===== config.mk =====
export PLATFORM = sky130hd
export DESIGN_NAME = dcache_axi_rd_bridge
export DESIGN_NICKNAME = d
export VERILOG_FILES = /design/src/rtl/dcache_axi_rd_bridge.sv
export SDC_FILE = /design/constraint.sdc
export NUM_CORES = 1
export LEC_CHECK = 0
export ABC_AREA = 1
export ABC_CLOCK_PERIOD_IN_PS = 2500
export BUFFER_PORTS_ARGS = -buffer_cell sky130_fd_sc_hd__buf_2
export CAP_MARGIN = 5
export CORE_MARGIN = 2
export CORE_UTILIZATION = 39
export DETAILED_ROUTE_END_ITERATION = 12
export GPL_TIMING_DRIVEN = 0
export PLACE_DENSITY = 0.85
export SKIP_CTS_REPAIR_TIMING = 1
export SLEW_MARGIN = 20
export SYNTH_ARGS = -nofsm -noshare
export SYNTH_HDL_FRONTEND = slang
export SYNTH_SLANG_ARGS = --single-unit

===== constraint.sdc =====
create_clock -name clk -period 2.5 [get_ports clk]
set_input_delay 0.375 -clock clk [delete_from_list [all_inputs] [get_ports clk]]
set_output_delay 0.375 -clock clk [all_outputs]
set_load 0.02 [all_outputs]

===== src/rtl/dcache_axi_rd_bridge.sv =====
// Dcache line-refill bridge: one outstanding request, mapped onto a single AXI4 INCR read burst.
// Optional response/rlast checking with a sticky rd_err is enabled by defining DCACHE_AXI_RD_CHECK_EN.
module dcache_axi_rd_bridge #(
  parameter int unsigned LINE_WORDS = 16
) (
  input  logic        clk,
  input  logic        rstn,
  input  logic        r_req,
  input  logic [31:0] r_addr,
  input  logic        r_data_ready,
  output logic        r_rdy,
  output logic        ret_valid,
  output logic        ret_last,
  output logic [31:0] r_data_AXI,
  output logic        rd_err,
  output logic [31:0] araddr,
  output logic [7:0]  arlen,
  output logic [2:0]  arsize,
  output logic [1:0]  arburst,
  output logic        arvalid,
  input  logic        arready,
  input  logic [31:0] rdata,
  input  logic [1:0]  rresp,
  input  logic        rlast,
  input  logic        rvalid,
  output logic        rready
);

  localparam int unsigned CW = (LINE_WORDS > 1) ? $clog2(LINE_WORDS) : 1;

  typedef enum logic [1:0] {IDLE, ADDR, DATA} state_t;

  state_t          r_state;
  state_t          w_next;
  logic [31:0]     r_line_addr;
  logic [CW-1:0]   r_cnt;
  logic            w_ar_hs;
  logic            w_beat;
  logic            w_cnt_last;

  assign araddr     = r_line_addr;
  assign arlen      = 8'(LINE_WORDS - 1);
  assign arsize     = 3'b010;
  assign arburst    = 2'b01;
  assign r_data_AXI = rdata;

  assign w_ar_hs    = (r_state == ADDR) && arready;
  assign w_beat     = (r_state == DATA) && rvalid && r_data_ready;
  assign w_cnt_last = (r_cnt == CW'(LINE_WORDS - 1));

  always_comb begin
    w_next    = r_state;
    arvalid   = 1'b0;
    r_rdy     = 1'b0;
    rready    = 1'b0;
    ret_valid = 1'b0;
    ret_last  = 1'b0;
    case (r_state)
      IDLE: begin
        if (r_req) w_next = ADDR;
      end
      ADDR: begin
        arvalid = 1'b1;
        if (arready) begin
          r_rdy  = 1'b1;
          w_next = DATA;
        end
      end
      DATA: begin
        rready    = r_data_ready;
        ret_valid = rvalid && r_data_ready;
        // End of line is decided by the beat count; rlast is only cross-checked.
        ret_last  = ret_valid && w_cnt_last;
        if (w_beat && w_cnt_last) w_next = IDLE;
      end
      default: w_next = IDLE;
    endcase
  end

  always_ff @(posedge clk) begin
    if (!rstn) begin
      r_state     <= IDLE;
      r_cnt       <= '0;
      r_line_addr <= '0;
    end else begin
      r_state <= w_next;
      if (r_state == IDLE && r_req) r_line_addr <= {r_addr[31:6], 6'b0};
      if (w_ar_hs)     r_cnt <= '0;
      else if (w_beat) r_cnt <= r_cnt + 1'b1;
    end
  end

`ifdef DCACHE_AXI_RD_CHECK_EN
  logic r_rd_err;
  logic w_unused;

  always_ff @(posedge clk) begin
    if (!rstn) begin
      r_rd_err <= 1'b0;
    end else if (w_ar_hs) begin
      r_rd_err <= 1'b0;
    end else if (w_beat && ((rresp != 2'b00) || (rlast != w_cnt_last))) begin
      r_rd_err <= 1'b1;
    end
  end

  assign rd_err   = r_rd_err;
  assign w_unused = ^r_addr[5:0];
`else
  logic w_unused;

  assign rd_err   = 1'b0;
  assign w_unused = ^{r_addr[5:0], rresp, rlast};
`endif

endmodule

Yosys cells after proc, flatten, opt, wreduce, memory -nomap -nowiden:

Cells that the tools add are included.

* output and inout bits: 83
* input bits: 73
* bits in registers: 32

* bitwise operators: 1
* mux-type cells: 10
* equal/unequal tests: 6
* add/subtract/negate cells: 1
* reductions and logical operators: 10

Operators by type and width (count)
* 1-bit logical AND: 7
* 1-bit two-way mux: 6
* 2-bit two-way mux: 3
* 2-bit case mux with 3 select lines: 1
* 4-bit by 1-bit adder with 4-bit output, second input constant: 1
* 4-bit == test, second input constant: 1
* 2-bit != test, second input constant: 2
* 3-bit AND reduction: 1
* 2-bit by 1-bit == test with 1-bit output, second input constant: 1
* 2-bit == test, second input constant: 1
* 2-bit logical NOT: 1
* 2-bit by 1-bit != test with 1-bit output, second input constant: 1
* 2-bit OR reduction: 1
* 1-bit NOT: 1

Depth between registers and ports, before layout:

* word-level depth: 6
* depth in mapped cells: 6
* depth with buffers taken out: 6

Worst setup path before layout:

No wires, ideal clock.

* path type: in2out
* start point: input port r_data_ready
* end point: output port ret_last
* path buffers: 0
* arrival time: 1.102 ns
* stages on the path: 4
* setup slack: 1.023 ns
* cell sequence: nand2_1 -> nor2_4 -> inv_1 -> nor2_1

* longest elaborated chain between the ends: 3

RTL lines
* from (decl): line 10 `input logic r_data_ready,`
* 1-bit logical AND: line 71 `ret_valid = rvalid && r_data_ready;`
* 1-bit logical AND: line 73 `ret_last = ret_valid && w_cnt_last;`
* 1-bit two-way mux: line 58 `case (r_state)`
* to (decl): line 13 `output logic ret_last,`

No other way between the ends.

Final worst setup path:

* start point: register r_state[1]
* end point: output port ret_last

* longest elaborated chain between the ends: 2

RTL lines
* from (decl): line 33 `state_t r_state;`
* from (signal assigned): line 86 `r_state <= w_next;`
* 2-bit == test: line 58
* 1-bit two-way mux: line 58

No other way between the ends.

==> results.tsv <==
stage	metric	value	unit
power	pwr dens	635	mW/mm2
layout	Layout area overhead	44.5	%
routing	via count	1559	
layout	fin cells	381	
worst_setup_path	CP Capture Type	primary output	
global_route	GRT Util Overall	0.147	
sta	final hold slack	0.335	ns
placement	Placed Instances	373	
layout	layout cells sized above 1	0.489	
power	sequential fraction of design power	0.384	
clocking	CTS tree	done	
routing	DR WL/cell	9.69	um
worst_setup_path	crit-path cells	nand2_1, nor2_4, inv_1, nor2_1, buf_2	
worst_setup_path	Crit Path Max Fanout	7	
worst_setup_path	Critical Path RT	2.12	ns
power	Lkg Pwr	1.30	nW
clocking	TritonCTS sink count	32	
power	switching power share of the total	0.287	
logic_synthesis	post-synth top area cell	dfxtp_1	
worst_setup_path	critical path class	flip-flop to primary output	
logic_synthesis	yosys warns	0	
clocking	later-pin clock latency in the skew report	0.28	ns
die	die height	68.5	um
logic_synthesis	dominant cells by area after synthesis	dfxtp_1, buf_4, nor2_1	
routing	1st-pass router iterations	4	
sta	RSZ-0062 raised after global routing	no	
clocking	CTS root buf	clkbuf_8	
sta	Final TNS setup	0	ns
run	maxcap violations	0	
layout	nets	404	
power	Tot Pwr	1.49	mW
logic_synthesis	Post-Syn Instances	212	
routing	vias per cell	4.09	
global_route	largest net degree at the start of global routing	11	
die	FP Rows	23	
sta	Fin. Hold Viols	0	
sta	final max-slew violation count	0	
power	clock share of power	0.360	
logic_synthesis	Seq/Total Area, Yosys	0.394	
worst_setup_path	crit start category	flip-flop	
power	combinational share of power	0.256	
routing	first-iteration detailed-routing DRC count	29	
layout	antenna fix cells	0	
worst_hold_path	Hold WC Path Type	input pin to flip-flop	
routing	WL final	3690	um
worst_setup_path	Critical Path Max Stage Delay	0.36	ns
clocking	Clock Path Buffers	2	
power	sw power	0.428	mW
power	VDD IR max	0.363	mV
placement	port buffer count	93	
die	die width	68.5	um
run_status	status	completed	
sta	Final min period	1.68	ns
worst_setup_path	Crit path arrival time	1.30	ns
logic_synthesis	area share of the largest cell type after synthesis	0.394	
global_route	gr ovfl total	0	
routing	number of routed nets with antenna violations	0	
die	io pins	156	
worst_setup_path	Bufs and invs on worst path	2	
placement	HPWL after DPL	2980	um
clocking	CTS Buf Count	5	
global_route	vias in the first global route	1245	
routing	# DRC	0	
die	area of the core	0.00400	mm2
logic_synthesis	count of cell types in the netlist	23	
global_route	first-pass GRT wire length	5200	um
power	P_int	1.06	mW
worst_setup_path	CP delay by family, top	simple AND/OR/NAND/NOR gates	
global_route	number of antenna violations at the first check in global routing	0	
logic_synthesis	Synth Register Bits	32	
logic_synthesis	synthesized cell area	0.00162	mm2
worst_setup_path	Worst path slowest cell	dfxtp_1	
sta	Highest Clock Rate	596	MHz
clocking	H-Tree Depth	2	
sta	clk_skew	0.00538	ns
sta	Setup violations, final	0	
placement	final RePlAce weighted congestion	0.679	
sta	final period utilization	0.672	
die	Initial Utilization	0.406	
die	Die Footprint	0.00470	mm2
logic_synthesis	Mean Syn Cell Area	7.66	um2
clocking	clock transition at the registers of the reported paths	0.06	ns
[power by group through the flow]
stage,logic [mW],registers (mW),clock network [mW]
5_1_grt,0.419,0.577,0.573
2_1_floorplan,0.224,0.633,0
3_5_place_dp,0.385,0.584,0
4_1_cts,0.385,0.572,0.550
3_3_place_gp,0.381,0.582,0
6_report,0.382,0.572,0.536
[per-layer routing]
metal / track usage / share of wire / vias to the layer above
met5: 0 / 0 / -
met4: 0.0525 / 0.0062 / 0
met3: 0.0503 / 0.095 / 4
met2: 0.267 / 0.52 / 85
met1: 0.157 / 0.38 / 646
li1: - / - / 824
[worst register-to-register path, stage by stage (launching register included)]
cell and delay [ns]:
dfxtp_1 0.33, nor2_2 0.16, nand2_4 0.13, clkbuf_2 0.20, o21ai_0 0.18, nor2_1 0.06
[state kept, by name, summed over array words and instances (netlist names)]
register  count
araddr       26
r_cnt         4
r_state       2
[logic make-up (layout without fill, tap and decap cells)]
kind of cell,Yosys count,in the layout,share of synthesized area
other,2,20,0.00462
buffers and inverters,67,168,0.294
adder cells (fa/ha/maj),1,1,0.00770
flip-flops,32,32,0.394
AND/OR/NAND/NOR,77,77,0.194
AO/OA/AOI/OAI,32,32,0.100
XOR/XNOR,1,1,0.00539
[cell usage in the layout (no fill, tap or decap), drive strengths merged]
master / synthesis / layout
buf: 56 / 149
nand3: 2 / 2
ha: 1 / 1
nand2: 15 / 15
nor2: 58 / 58
dfxtp: 32 / 32
nor3b: 1 / 1
a21oi: 5 / 5
clkbuf: 3 / 10
o21bai: 1 / 1
nand4: 1 / 1
inv: 8 / 8
conb: 2 / 20
xor2: 1 / 1
bufinv: 0 / 1
o21ai: 26 / 26
[through the flow]
stage	instance area (um2)	utilization	setup slack, ns
after floorplan	1690	-	1.02
after CTS	2350	0.586	0.801
after global routing	2350	0.586	0.728
final	2350	0.586	0.821
after detailed placement	2220	0.555	1.02
after global placement	2220	0.555	1.03
[synthesized netlist by cell type]
cell / instances
nor2_1: 56
buf_4: 52
dfxtp_1: 32
o21ai_0: 23
nand2_1: 14
inv_1: 7
a21oi_1: 5
buf_6: 3
o21ai_1: 3
clkbuf_1: 2
conb_1: 2
nand3_1: 2
buf_2: 1
clkbuf_2: 1
ha_1: 1
inv_6: 1
nand2_4: 1
nand4_1: 1
nor2_2: 1
nor2_4: 1
nor3b_1: 1
o21bai_1: 1
xor2_1: 1
[final cells by class]
class	instances	area, um2
flip-flops and latches	32	641
repair buffers	93	465
clock buffers	7	96.3
fillers	373	1650
inverters	8	35.0
multi-input cells	131	574
clock inverters	1	30.0
well taps	50	62.6
plain buffers	59	442
[worst paths after layout]
| path | from | slack, ns | to | cells after the start |
|---|---|---|---|---|
| setup / recovery | r_state[1] | 0.82 | ret_last | 5 |
| hold reg to reg | araddr[26] | 0.48 | araddr[26] | 2 |
| hold / removal | r_addr[31] | 0.34 | araddr[31] | 3 |
| setup reg to reg | r_state[1] | 1.34 | araddr[19] | 5 |
Power figures use the tool's default switching activity.
